--- src/rtl/image_slice_sequencer_if.sv ---
// Host-stream and decoder-side signal bundle for image_slice_sequencer.
// The slave modport is the sequencer; the master modport is whatever drives it.
interface image_slice_sequencer_if #(
    parameter int ROWS  = 8,
    parameter int WIDTH = 8
);
    localparam int SELW = $clog2(ROWS);

    logic [WIDTH-1:0] s_data;
    logic             s_valid;
    logic             sof;
    logic             s_ready;
    logic [WIDTH-1:0] slice;
    logic [SELW-1:0]  sel;
    logic             en;
    logic             frame_valid;
    logic             frame_ack;
    logic [7:0]       frame_cnt;
    logic             err;
    logic             err_clr;

    modport master (
        output s_data, s_valid, sof, frame_ack, err_clr,
        input  s_ready, slice, sel, en, frame_valid, frame_cnt, err
    );

    modport slave (
        input  s_data, s_valid, sof, frame_ack, err_clr,
        output s_ready, slice, sel, en, frame_valid, frame_cnt, err
    );
endinterface

--- src/rtl/image_slice_sequencer.sv ---
// Turns a byte-wide row stream into slice/sel/en writes for the image decoder,
// tracking row position, start-of-frame resync and holding each full frame until acked.
module image_slice_sequencer #(
    parameter int ROWS  = 8,
    parameter int WIDTH = 8
) (
    input  logic                  clk,
    input  logic                  rst_n,
    image_slice_sequencer_if.slave bus
);
    localparam int SELW = $clog2(ROWS);
    localparam logic [SELW-1:0] LAST_ROW = SELW'(ROWS - 1);

    localparam logic [1:0] ST_IDLE   = 2'd0;
    localparam logic [1:0] ST_LOAD   = 2'd1;
    localparam logic [1:0] ST_SETTLE = 2'd2;
    localparam logic [1:0] ST_FULL   = 2'd3;

    logic [1:0]       state_reg, state_next;
    logic [SELW-1:0]  row_reg, row_next;
    logic [WIDTH-1:0] slice_reg;
    logic [SELW-1:0]  sel_reg, issue_sel;
    logic             en_reg, issue;
    logic             frame_valid_reg;
    logic [7:0]       frame_cnt_reg, frame_cnt_next;
    logic             err_reg, err_set;
    logic             ready, beat;

    // Ready depends on state alone so nothing from s_valid loops back combinationally.
    assign ready = (state_reg == ST_IDLE) || (state_reg == ST_LOAD);
    assign beat  = bus.s_valid && ready;

    always_comb begin
        state_next     = state_reg;
        row_next       = row_reg;
        issue          = 1'b0;
        issue_sel      = row_reg;
        err_set        = 1'b0;
        frame_cnt_next = frame_cnt_reg;
        case (state_reg)
            ST_IDLE: begin
                if (beat) begin
                    if (bus.sof) begin
                        issue      = 1'b1;
                        issue_sel  = '0;
                        row_next   = SELW'(1);
                        state_next = ST_LOAD;
                    end else begin
                        err_set = 1'b1;
                    end
                end
            end
            ST_LOAD: begin
                if (beat) begin
                    issue = 1'b1;
                    if (bus.sof) begin
                        // Unexpected sof restarts the frame with this beat as row 0.
                        issue_sel = '0;
                        row_next  = SELW'(1);
                        err_set   = 1'b1;
                    end else begin
                        row_next = SELW'(row_reg + 1'b1);
                        if (row_reg == LAST_ROW) begin
                            state_next = ST_SETTLE;
                        end
                    end
                end
            end
            ST_SETTLE: begin
                state_next     = ST_FULL;
                frame_cnt_next = frame_cnt_reg + 8'd1;
            end
            ST_FULL: begin
                if (bus.frame_ack) begin
                    state_next = ST_IDLE;
                end
            end
            default: state_next = ST_IDLE;
        endcase
    end

    always_ff @(posedge clk or negedge rst_n) begin
        if (!rst_n) begin
            state_reg       <= ST_IDLE;
            row_reg         <= '0;
            slice_reg       <= '0;
            sel_reg         <= '0;
            en_reg          <= 1'b0;
            frame_valid_reg <= 1'b0;
            frame_cnt_reg   <= 8'd0;
            err_reg         <= 1'b0;
        end else begin
            state_reg       <= state_next;
            row_reg         <= row_next;
            en_reg          <= issue;
            frame_valid_reg <= (state_next == ST_FULL);
            frame_cnt_reg   <= frame_cnt_next;
            if (issue) begin
                slice_reg <= bus.s_data;
                sel_reg   <= issue_sel;
            end
            // A new error in the same cycle as a clear must survive.
            if (err_set) begin
                err_reg <= 1'b1;
            end else if (bus.err_clr) begin
                err_reg <= 1'b0;
            end
        end
    end

    assign bus.s_ready     = ready;
    assign bus.slice       = slice_reg;
    assign bus.sel         = sel_reg;
    assign bus.en          = en_reg;
    assign bus.frame_valid = frame_valid_reg;
    assign bus.frame_cnt   = frame_cnt_reg;
    assign bus.err         = err_reg;
endmodule

--- src/flat_wrapper.sv ---
// flat-port wrapper written by rule: the top's interface ports become plain ports
module image_slice_sequencer_flat 
#(
    parameter int ROWS  = 8,
    parameter int WIDTH = 8
)
  (clk, rst_n, bus_s_data, bus_s_valid, bus_sof, bus_frame_ack, bus_err_clr, bus_s_ready, bus_slice, bus_sel, bus_en, bus_frame_valid, bus_frame_cnt, bus_err);
  image_slice_sequencer_if #(.ROWS(ROWS), .WIDTH(WIDTH)) bus_i ();
  input  logic clk;
  input  logic rst_n;
  input wire logic [$bits(bus_i.s_data)-1:0] bus_s_data;
  input wire logic [$bits(bus_i.s_valid)-1:0] bus_s_valid;
  input wire logic [$bits(bus_i.sof)-1:0] bus_sof;
  input wire logic [$bits(bus_i.frame_ack)-1:0] bus_frame_ack;
  input wire logic [$bits(bus_i.err_clr)-1:0] bus_err_clr;
  output wire logic [$bits(bus_i.s_ready)-1:0] bus_s_ready;
  output wire logic [$bits(bus_i.slice)-1:0] bus_slice;
  output wire logic [$bits(bus_i.sel)-1:0] bus_sel;
  output wire logic [$bits(bus_i.en)-1:0] bus_en;
  output wire logic [$bits(bus_i.frame_valid)-1:0] bus_frame_valid;
  output wire logic [$bits(bus_i.frame_cnt)-1:0] bus_frame_cnt;
  output wire logic [$bits(bus_i.err)-1:0] bus_err;
  assign bus_i.s_data = bus_s_data;
  assign bus_i.s_valid = bus_s_valid;
  assign bus_i.sof = bus_sof;
  assign bus_i.frame_ack = bus_frame_ack;
  assign bus_i.err_clr = bus_err_clr;
  assign bus_s_ready = bus_i.s_ready;
  assign bus_slice = bus_i.slice;
  assign bus_sel = bus_i.sel;
  assign bus_en = bus_i.en;
  assign bus_frame_valid = bus_i.frame_valid;
  assign bus_frame_cnt = bus_i.frame_cnt;
  assign bus_err = bus_i.err;
  image_slice_sequencer #(.ROWS(ROWS), .WIDTH(WIDTH)) u_core (.clk(clk), .rst_n(rst_n), .bus(bus_i));
endmodule
--- config.mk ---
export PLATFORM = sky130hd
export DESIGN_NAME = image_slice_sequencer_flat
export DESIGN_NICKNAME = d
export VERILOG_FILES = /design/src/rtl/image_slice_sequencer_if.sv /design/src/rtl/image_slice_sequencer.sv /design/src/flat_wrapper.sv
export SDC_FILE = /design/constraint.sdc
export NUM_CORES = 1
export LEC_CHECK = 0
export CAP_MARGIN = 15
export CORE_MARGIN = 4
export CORE_UTILIZATION = 30
export DETAILED_ROUTE_END_ITERATION = 7
export HOLD_SLACK_MARGIN = 0.15
export PLACE_DENSITY = 0.54
export SYNTH_ARGS = -nofsm -noshare
export SYNTH_HDL_FRONTEND = slang
export SYNTH_SLANG_ARGS = --single-unit
--- constraint.sdc ---
create_clock -name clk -period 1.35 [get_ports clk]
set_input_delay 0.27 -clock clk [delete_from_list [all_inputs] [get_ports clk]]
set_output_delay 0.27 -clock clk [all_outputs]
set_load 0.005 [all_outputs]
==> results of run 1 <==
## where the power goes
part           switching (uW)  total, uW  internal, uW
clock network             242        449           206
registers                 163       1200          1030
logic                     454       1130           677
total                     860       2780          1920
## critical path: stages (launching register included)
cell and delay, ns:
dfrtp_1 0.42, ha_1 0.21, ha_1 0.20, a21boi_1 0.17
a211oi_1 0.07, a31oi_1 0.14
## path summary, 6_finish.rpt
check | slack [ns] | end | depth (start not counted)
worst max-delay path | 0.06 | u_core.state_reg[0]$_DFF_PN0_ | 5
worst min-delay path | 0.35 | u_core.bus.frame_valid$_DFF_PN0_ | 2
worst max register to register | 0.06 | u_core.state_reg[0]$_DFF_PN0_ | 5
worst min register to register | 0.50 | u_core.bus.sel[0]$_DFFE_PN0P_ | 2
max in group asynchronous | 0.83 | u_core.state_reg[1]$_DFF_PN0_ | 2
min in group clk | 0.46 | u_core.bus.en$_DFF_PN0_ | 3
## stage by stage
| stage | TNS, ns | worst slack [ns] |
|---|---|---|
| finish | 0 | 0.0638 |
| global route | -0.0311 | -0.0311 |
| CTS | 0 | 0.00501 |
| detailed placement | -3.44 | -0.295 |
| global placement | -2.77 | -0.243 |
| floorplan | 0 | 0.0156 |
## routing by layer
metal / up-vias / routed length [um] / GRT usage
met1: 448 / 1290 / 0.145
li1: 457 / - / -
met5: - / 0 / 0
met3: 2 / 102 / 0.0180
met2: 22 / 1300 / 0.179
met4: 0 / 8 / 0.0246
## cell type report
cell class              instances  area (um2)
clock buffers                   3        41.3
clock inverters                 1        5.00
fillers                       376        2180
inverters                       3        11.3
multi-input cells              65         538
flip-flops and latches         27         677
well taps                      50        62.6
repair buffers                 55         489
## layout by cell type, fill, tap and decap left out
cell	netlist	layout
a211oi_1	1	1
a21boi_1	0	1
a21oi_1	3	3
a31oi_1	6	6
a41oi_1	1	1
and2_1	1	1
and2b_2	0	1
and3_1	1	1
and4b_1	1	1
buf_12	0	1
buf_4	0	18
clkbuf_8	0	3
clkdlybuf4s50_1	0	12
clkinv_2	0	1
dfrtp_1	27	26
dfrtp_2	0	1
dlygate4sd2_1	0	23
dlymetal6s2s_1	0	1
ha_1	3	3
inv_1	3	3
mux2_2	1	1
mux2_4	8	8
nand2_1	7	7
nand2b_4	1	1
nand4_1	4	4
nor2_1	1	1
nor2_4	0	2
nor2_8	1	1
nor2b_1	5	5
nor2b_2	1	1
o21ai_0	5	5
o22a_1	1	1
o22ai_1	1	1
xnor2_1	6	6
xor2_1	2	2
## repair_timing
item / in CTS / in global routing
endpoints found under the setup margin: 26 / 11
gates cloned: 1 / 0
buffers inserted: 13 / 1
resized for setup: 24 / 4
pin swaps: 1 / 0
## cell families after synthesis
family,after synthesis,share of synthesized area
DFF,27,0.541
xor gates and xnor gates,8,0.0561
buffers and inverters,9,0.0421
muxes,9,0.105
AOI/OAI and AO/OA,19,0.0932
adders and majority gates,3,0.0301
and+or+nand+nor,25,0.132
==> flow_summary.ini, run 1 <==
[run_status]
status = complete, no violations

[route]
drcViolationCount = 0
drt_wl_total_mm = 2.71
drtIter0Drc = 35
viasPerCell = 4.55
ant_nets = 0
avgRoutedWirePerCell_um = 13.3
via_count = 929
drt_pass1_iterations = 4

[finish]
stdcell_count = 204
final_net_count = 172
final_core_util = 0.456
diodes = 0
area_delta_synth_final_pct = 46.1
finalInstanceArea_um2 = 1820
drive_above_1_share = 0.253

[timing]
slew_violations = 0
finalCritPeriodShare = 0.953
setup_viol = 0
slew-limit-headroom = 0.809
period_needed_ns = 1.29
fmax_ghz = 0.778
tightest_slew_ns = 0.286
timing.hold.ws_ns = 0.347
hold_viol_final = 0
skew_ns = 0.00253

[clock_network]
cts_buffer_depth = 2
insertion_delay_ns = 0.26
clkSinkCount = 27
h-tree-depth = 1
holdBufCountCts = 0
cts_tree = yes
root_buffer = clkbuf_8
path_clk_slew_ns = 0.09
numCtsBuffers = 3

[pwr]
finalPower_uw = 2780
peakVddDrop_mv = 0.642
p_leak_uw = 0.000888
power_density_nw_per_um2 = 1520

[placed_design]
gp_congestion = 0.759
dp_hpwl_mm = 1.83
placed_area_um2 = 1690
dp.cells = 186
io_buffers = 36

[yosys]
yosysMostFrequentCell = dfrtp_1
synth_ff_type = dfrtp_1
synthDistinctLibCells = 30
synthCells = 100
netlist_top_cells_count = dfrtp_1, mux2_4, nand2_1, a31oi_1, xnor2_1
synth.top_cell.area_share = 0.541
ys_warn_count = 0
async_flop_share = 1.00
syn_area_per_cell_um2 = 12.5
synth_area_leaders = dfrtp_1, mux2_4, xnor2_1, a31oi_1, ha_1
synth_area_um2 = 1250
synth_edf_count = 0
synth.largest_area_cell = dfrtp_1
yosys_register_bits = 27
ys_seq_area_frac = 0.541
synth_nets = 117

[worst_setup_path]
worstPathRequired_ns = 1.54
critPathKind = reg2reg
worstPathArrival_ns = 1.48
cp-end-kind = flop
path_max_fanout = 4
crit_start = u_core.row_reg[0]$_DFFE_PN0P_
rr_startpoint = u_core.row_reg[0]$_DFFE_PN0P_
startpoint_type = flop

[die]
rows = 23
start_util = 0.312
die_area_um2 = 5260
core_um2 = 4000
die_h_um = 72.5
io_pins = 37
die_w_um = 72.5

[global_route]
grt_util_all_layers = 0.107
grt_pass1_vias = 963
overflow = 0
grt_pass1_wl_mm = 4.52
grt_start_max_net_pins = 28
antenna_found_initial = 0

[job]
drv_cap = 0

[min_path]
hold_class = in2async
Note: power is estimated with default switching activity, not from simulation.
==> run 2: changes to the inputs <==
--- a/config.mk
+++ b/config.mk
@@ -11,6 +11,7 @@
 export DETAILED_ROUTE_END_ITERATION = 7
 export HOLD_SLACK_MARGIN = 0.15
 export PLACE_DENSITY = 0.54
+export RECOVER_POWER = 25
 export SYNTH_ARGS = -nofsm -noshare
 export SYNTH_HDL_FRONTEND = slang
 export SYNTH_SLANG_ARGS = --single-unit
==> run 2 against run 1 <==
Net effect: clock power barely moved; non-clock buffer count did not move; maximum frequency fell by 0.17%; critical endpoint unchanged.
==> flow_summary.ini, run 2 (synthesized netlist as in run 1, its figures left out) <==
[run_status]
status = complete, no violations

[global_route]
grt_start_max_net_pins = 28
grt_pass1_wl_mm = 4.52
grtUsageMet3 = 0.0180
grt_use_met2 = 0.179
grt_util_all_layers = 0.107
grtUsageMet1 = 0.145
top_usage_layer = met2
antenna_found_initial = 0
overflow = 0
grt_pass1_vias = 963

[die]
start_util = 0.312
die_h_um = 72.5
die_area_um2 = 5260
die_w_um = 72.5
core_um2 = 4000
rows = 23
io_pins = 37

[pwr]
p_leak_uw = 0.000883
peakVddDrop_mv = 0.642
power_density_nw_per_um2 = 1530

[clock_network]
cts_tree = yes
cts_buffer_depth = 2
numCtsBuffers = 3
clkSinkCount = 27
holdBufCountCts = 0
insertion_delay_ns = 0.27
path_clk_slew_ns = 0.09
root_buffer = clkbuf_8
h-tree-depth = 1

[route]
drcViolationCount = 0
drt_pass1_iterations = 4
drt_wl_total_mm = 2.69
avgRoutedWirePerCell_um = 13.2
drtIter0Drc = 37
ant_nets = 0
via_count = 931
viasPerCell = 4.56

[worst_setup_path]
crit_cells = 5
path_max_fanout = 4
critPathBufInv = 0
crit_top_cell = ha_1
worstPathArrival_ns = 1.48
cp_slowest_stage_delay_ns = 0.42
critPathKind = reg2reg
cp-end-kind = flop
r2r_cells = 5
rr_startpoint = u_core.row_reg[0]$_DFFE_PN0P_
worstPathRequired_ns = 1.54
crit_chain = ha_1, ha_1, a21boi_1, a211oi_1, a31oi_1
ff2ff_setup_slack_ns = 0.06
critical-path-top-delay-family = flip-flops
crit_path_top_delay_cell = dfrtp_1
reg2reg_to = u_core.state_reg[0]$_DFF_PN0_
startpoint_type = flop

[finish]
area_delta_synth_final_pct = 44.9
final_cell_mix = dfrtp_1, dlygate4sd2_1, buf_4
final_core_util = 0.452
diodes = 0
final_net_count = 172
mostFrequentLayoutCell = dfrtp_1
drive_above_1_share = 0.253

[min_path]
min_from = bus_s_valid
hold_class = in2reg
min_to = u_core.bus.en$_DFF_PN0_
hold-path-cell-count = 3

[timing]
tightest_slew_ns = 0.669
hold_viol_final = 0
fmax_ghz = 0.776
setup_viol = 0
slew-limit-headroom = 0.554
slew_violations = 0
finalSetupTns_ns = 0
period_needed_ns = 1.29
skew_ns = 0.00349
worst_slack_ns = 0.0616
finalCritPeriodShare = 0.954

[placed_design]
io_buffers = 36
gp_congestion = 0.759
dp_hpwl_mm = 1.83
dp_slack_ns = -0.295

[job]
drv_cap = 0
-- run 2: changes by cell type in the layout (fill, tap and decap cells not counted) --
cell / delta
dlygate4sd3_1: +1
clkbuf_2: +1
buf_12: -1
clkdlybuf4s50_1: -1
-- run 2: area by class of cell --
cell class                 count  area [um2]
tap                           50        62.6
timing repair buffer          55         474
clock inverter                 1        5.00
multi-input combinational     65         538
sequential                    27         677
clock buffer                   3        41.3
fill                         378        2190
inverter                       3        11.3
-- run 2: repair_timing --
item,in CTS,in global routing
resized for setup,24,4
setup buffers,13,1
cloned,1,0
endpoints found under the setup margin,26,11
pin swaps,1,0
-- run 2: worst max path at each step --
stage,from,endpoint,slack (ns)
6_report,u_core.row_reg[0]$_DFFE_PN0P_,u_core.state_reg[0]$_DFF_PN0_,0.06
5_1_grt,u_core.row_reg[0]$_DFFE_PN0P_,u_core.state_reg[0]$_DFF_PN0_,-0.03
4_1_cts,bus_s_valid,u_core.bus.slice[1]$_DFFE_PN0P_,0.005
3_5_place_dp,bus_s_valid,u_core.bus.slice[1]$_DFFE_PN0P_,-0.29
3_3_place_gp,bus_s_valid,u_core.bus.slice[7]$_DFFE_PN0P_,-0.24
2_1_floorplan,u_core.state_reg[1]$_DFF_PN0_,u_core.bus.slice[0]$_DFFE_PN0P_,0.02
-- run 2: through the flow --
step / instance area, um2 / hold WS, ns / std cells / total power [uW]
after global placement: 1690 / 0.467 / 186 / 2290
after CTS: 1810 / 0.352 / 203 / 2800
after detailed placement: 1690 / 0.469 / 186 / 2330
after floorplan: 1250 / -0.0256 / 100 / 1800
final: 1810 / 0.469 / 204 / 2770
after global routing: 1810 / 0.465 / 204 / 2970
-- run 2: per-layer routing --
| metal | up-vias | part of all wire |
|---|---|---|
| li1 | 457 | - |
| met1 | 450 | 0.47 |
| met2 | 22 | 0.49 |
| met3 | 2 | 0.038 |
| met4 | 0 | 0.0030 |
| met5 | - | 0 |
-- run 2: power by group --
group          switching, uW  internal, uW
logic                    451           671
registers                162          1030
clock network            244           206
total                    856          1910
-- run 2: worst min-delay path, stage by stage --
cell,delay (ns)
dlymetal6s2s_1,0.20
nand2b_4,0.16
nor2_4,0.07
==> run 3: changes to the inputs <==
--- a/config.mk
+++ b/config.mk
@@ -6,12 +6,13 @@
 export NUM_CORES = 1
 export LEC_CHECK = 0
 export CAP_MARGIN = 15
-export CORE_MARGIN = 4
-export CORE_UTILIZATION = 30
+export CORE_MARGIN = 2
+export CORE_UTILIZATION = 41
 export DETAILED_ROUTE_END_ITERATION = 7
 export HOLD_SLACK_MARGIN = 0.15
-export PLACE_DENSITY = 0.54
+export PLACE_DENSITY = 0.71
 export RECOVER_POWER = 25
+export REMOVE_ABC_BUFFERS = 1
 export SYNTH_ARGS = -nofsm -noshare
 export SYNTH_HDL_FRONTEND = slang
 export SYNTH_SLANG_ARGS = --single-unit
==> run 3 against run 2 <==
Net effect: via count is 3.5% higher; sequential power about the same; critical endpoint is now u_core.bus.slice[7]$_DFFE_PN0P_; sequential share of layout area is 0.10 points lower; setup slack worse by 0.055 ns; non-clock buffer count is 4 higher; global-route usage increased by 6.3 points; maximum frequency shrank 4.1%; largest power group is now combinational cells; clock power down 21%.
==> flow_summary.ini, run 3 (synthesized netlist as in run 1, its figures left out) <==
[pwr]
peakVddDrop_mv = 1.03
power_density_nw_per_um2 = 1530
p_leak_uw = 0.000888

[run_status]
status = complete, no violations

[placed_design]
io_buffers = 36
dp_slack_ns = -0.294
gp_congestion = 0.760
dp_hpwl_mm = 1.81

[clock_network]
root_buffer = clkbuf_4
insertion_delay_ns = 0.33
cts_buffer_depth = 2
h-tree-depth = 1
holdBufCountCts = 0
clkSinkCount = 27
cts_tree = yes
numCtsBuffers = 3
path_clk_slew_ns = 0.15

[route]
via_count = 964
avgRoutedWirePerCell_um = 13.8
viasPerCell = 5.05
ant_nets = 0
drt_pass1_iterations = 4
drt_wl_total_mm = 2.64
drtIter0Drc = 20
drcViolationCount = 0

[global_route]
overflow = 0
grt_pass1_wl_mm = 4.46
grt_start_max_net_pins = 28
grt_util_all_layers = 0.170
grt_pass1_vias = 983
antenna_found_initial = 0

[finish]
final_cell_mix = dfrtp_1, dlygate4sd2_1, buf_4
drive_above_1_share = 0.304
area_delta_synth_final_pct = 45.3
final_net_count = 176
diodes = 0
fillers = 264
final_core_util = 0.609
mostFrequentLayoutCell = dfrtp_1

[worst_setup_path]
worstPathRequired_ns = 1.58
path_max_fanout = 6
worstPathArrival_ns = 1.57
startpoint_type = flop
rr_startpoint = u_core.state_reg[1]$_DFF_PN0_
ff2ff_setup_slack_ns = 0.007
critPathKind = reg2reg
reg2reg_to = u_core.bus.slice[7]$_DFFE_PN0P_
crit_start = u_core.state_reg[1]$_DFF_PN0_
r2r_cells = 4
cp-end-kind = flop

[timing]
rsz0062_at_grt = yes
skew_ns = 0.00777
slew-limit-headroom = 0.558
setup_viol = 0
hold_viol_final = 0
tightest_slew_ns = 0.663
finalCritPeriodShare = 0.995
finalSetupTns_ns = 0
period_needed_ns = 1.34
fmax_ghz = 0.745
slew_violations = 0
worst_slack_ns = 0.00707

[die]
die_area_um2 = 3500
start_util = 0.419
die_h_um = 59.2
die_w_um = 59.2
rows = 20
io_pins = 37
core_um2 = 2980

[job]
drv_cap = 0

[min_path]
hold_class = in2async
[run 3: changes by cell type in the layout (fill, tap and decap cells not counted), sizes merged]
cell           change
buf                +4
clkdlybuf4s15      +1
clkdlybuf4s50      +1
dlygate4sd2        -1
dlymetal6s2s       -1
[run 3: repair_timing]
item | in CTS | in global routing
gates resized for setup | 27 | 8
endpoints found under the setup margin | 24 | 13
buffers inserted | 16 | 0
pin swaps | 1 | 3
gates cloned | 0 | 1
endpoints found under the hold margin | 0 | 0
[run 3: area by class of cell]
cell class,count,area [um2],area share
Sequential cell,27,677,0.373
Multi-Input combinational cell,65,551,0.303
Timing Repair Buffer,59,507,0.279
Tap cell,33,41.3,0.0228
Clock buffer,3,22.5,0.0124
Inverter,3,11.3,0.00621
Clock inverter,1,5.00,0.00276
[run 3: through the flow]
stage                     cell area [um2]  total power, uW  instances  hold slack [ns]
final                                1810             2780        191            0.482
after CTS                            1800             2740        190            0.275
after global routing                 1810             2990        191            0.495
after global placement               1670             2280        170            0.462
after detailed placement             1670             2340        170            0.479
after floorplan                      1210             1750         94          -0.0256
[run 3: worst max-delay path by stage]
stage	cells after the start	to
floorplan	3	u_core.bus.slice[0]$_DFFE_PN0P_
global placement	4	u_core.bus.slice[3]$_DFFE_PN0P_
detailed placement	4	u_core.bus.slice[0]$_DFFE_PN0P_
CTS	4	u_core.bus.slice[7]$_DFFE_PN0P_
global route	4	u_core.bus.slice[7]$_DFFE_PN0P_
finish	4	u_core.bus.slice[7]$_DFFE_PN0P_
[run 3: report_power, final]
part,switching [uW],internal (uW)
logic,492,748
registers,153,1030
clock network,244,111
total,889,1890
[run 3: metal layers]
metal,part of all wire,routed length [um],global-route usage,vias up
li1,-,-,-,467
met1,0.45,1180,0.225,470
met2,0.49,1300,0.278,23
met3,0.040,107,0.0218,4
met4,0.017,46,0.0779,0
met5,0,0,0,-
[run 3: worst max-delay path: stages (launching register included)]
cell and delay [ns]:
dfrtp_2 0.44, buf_6 0.13, nand2b_4 0.17, nor2_8 0.20
mux2_4 0.31
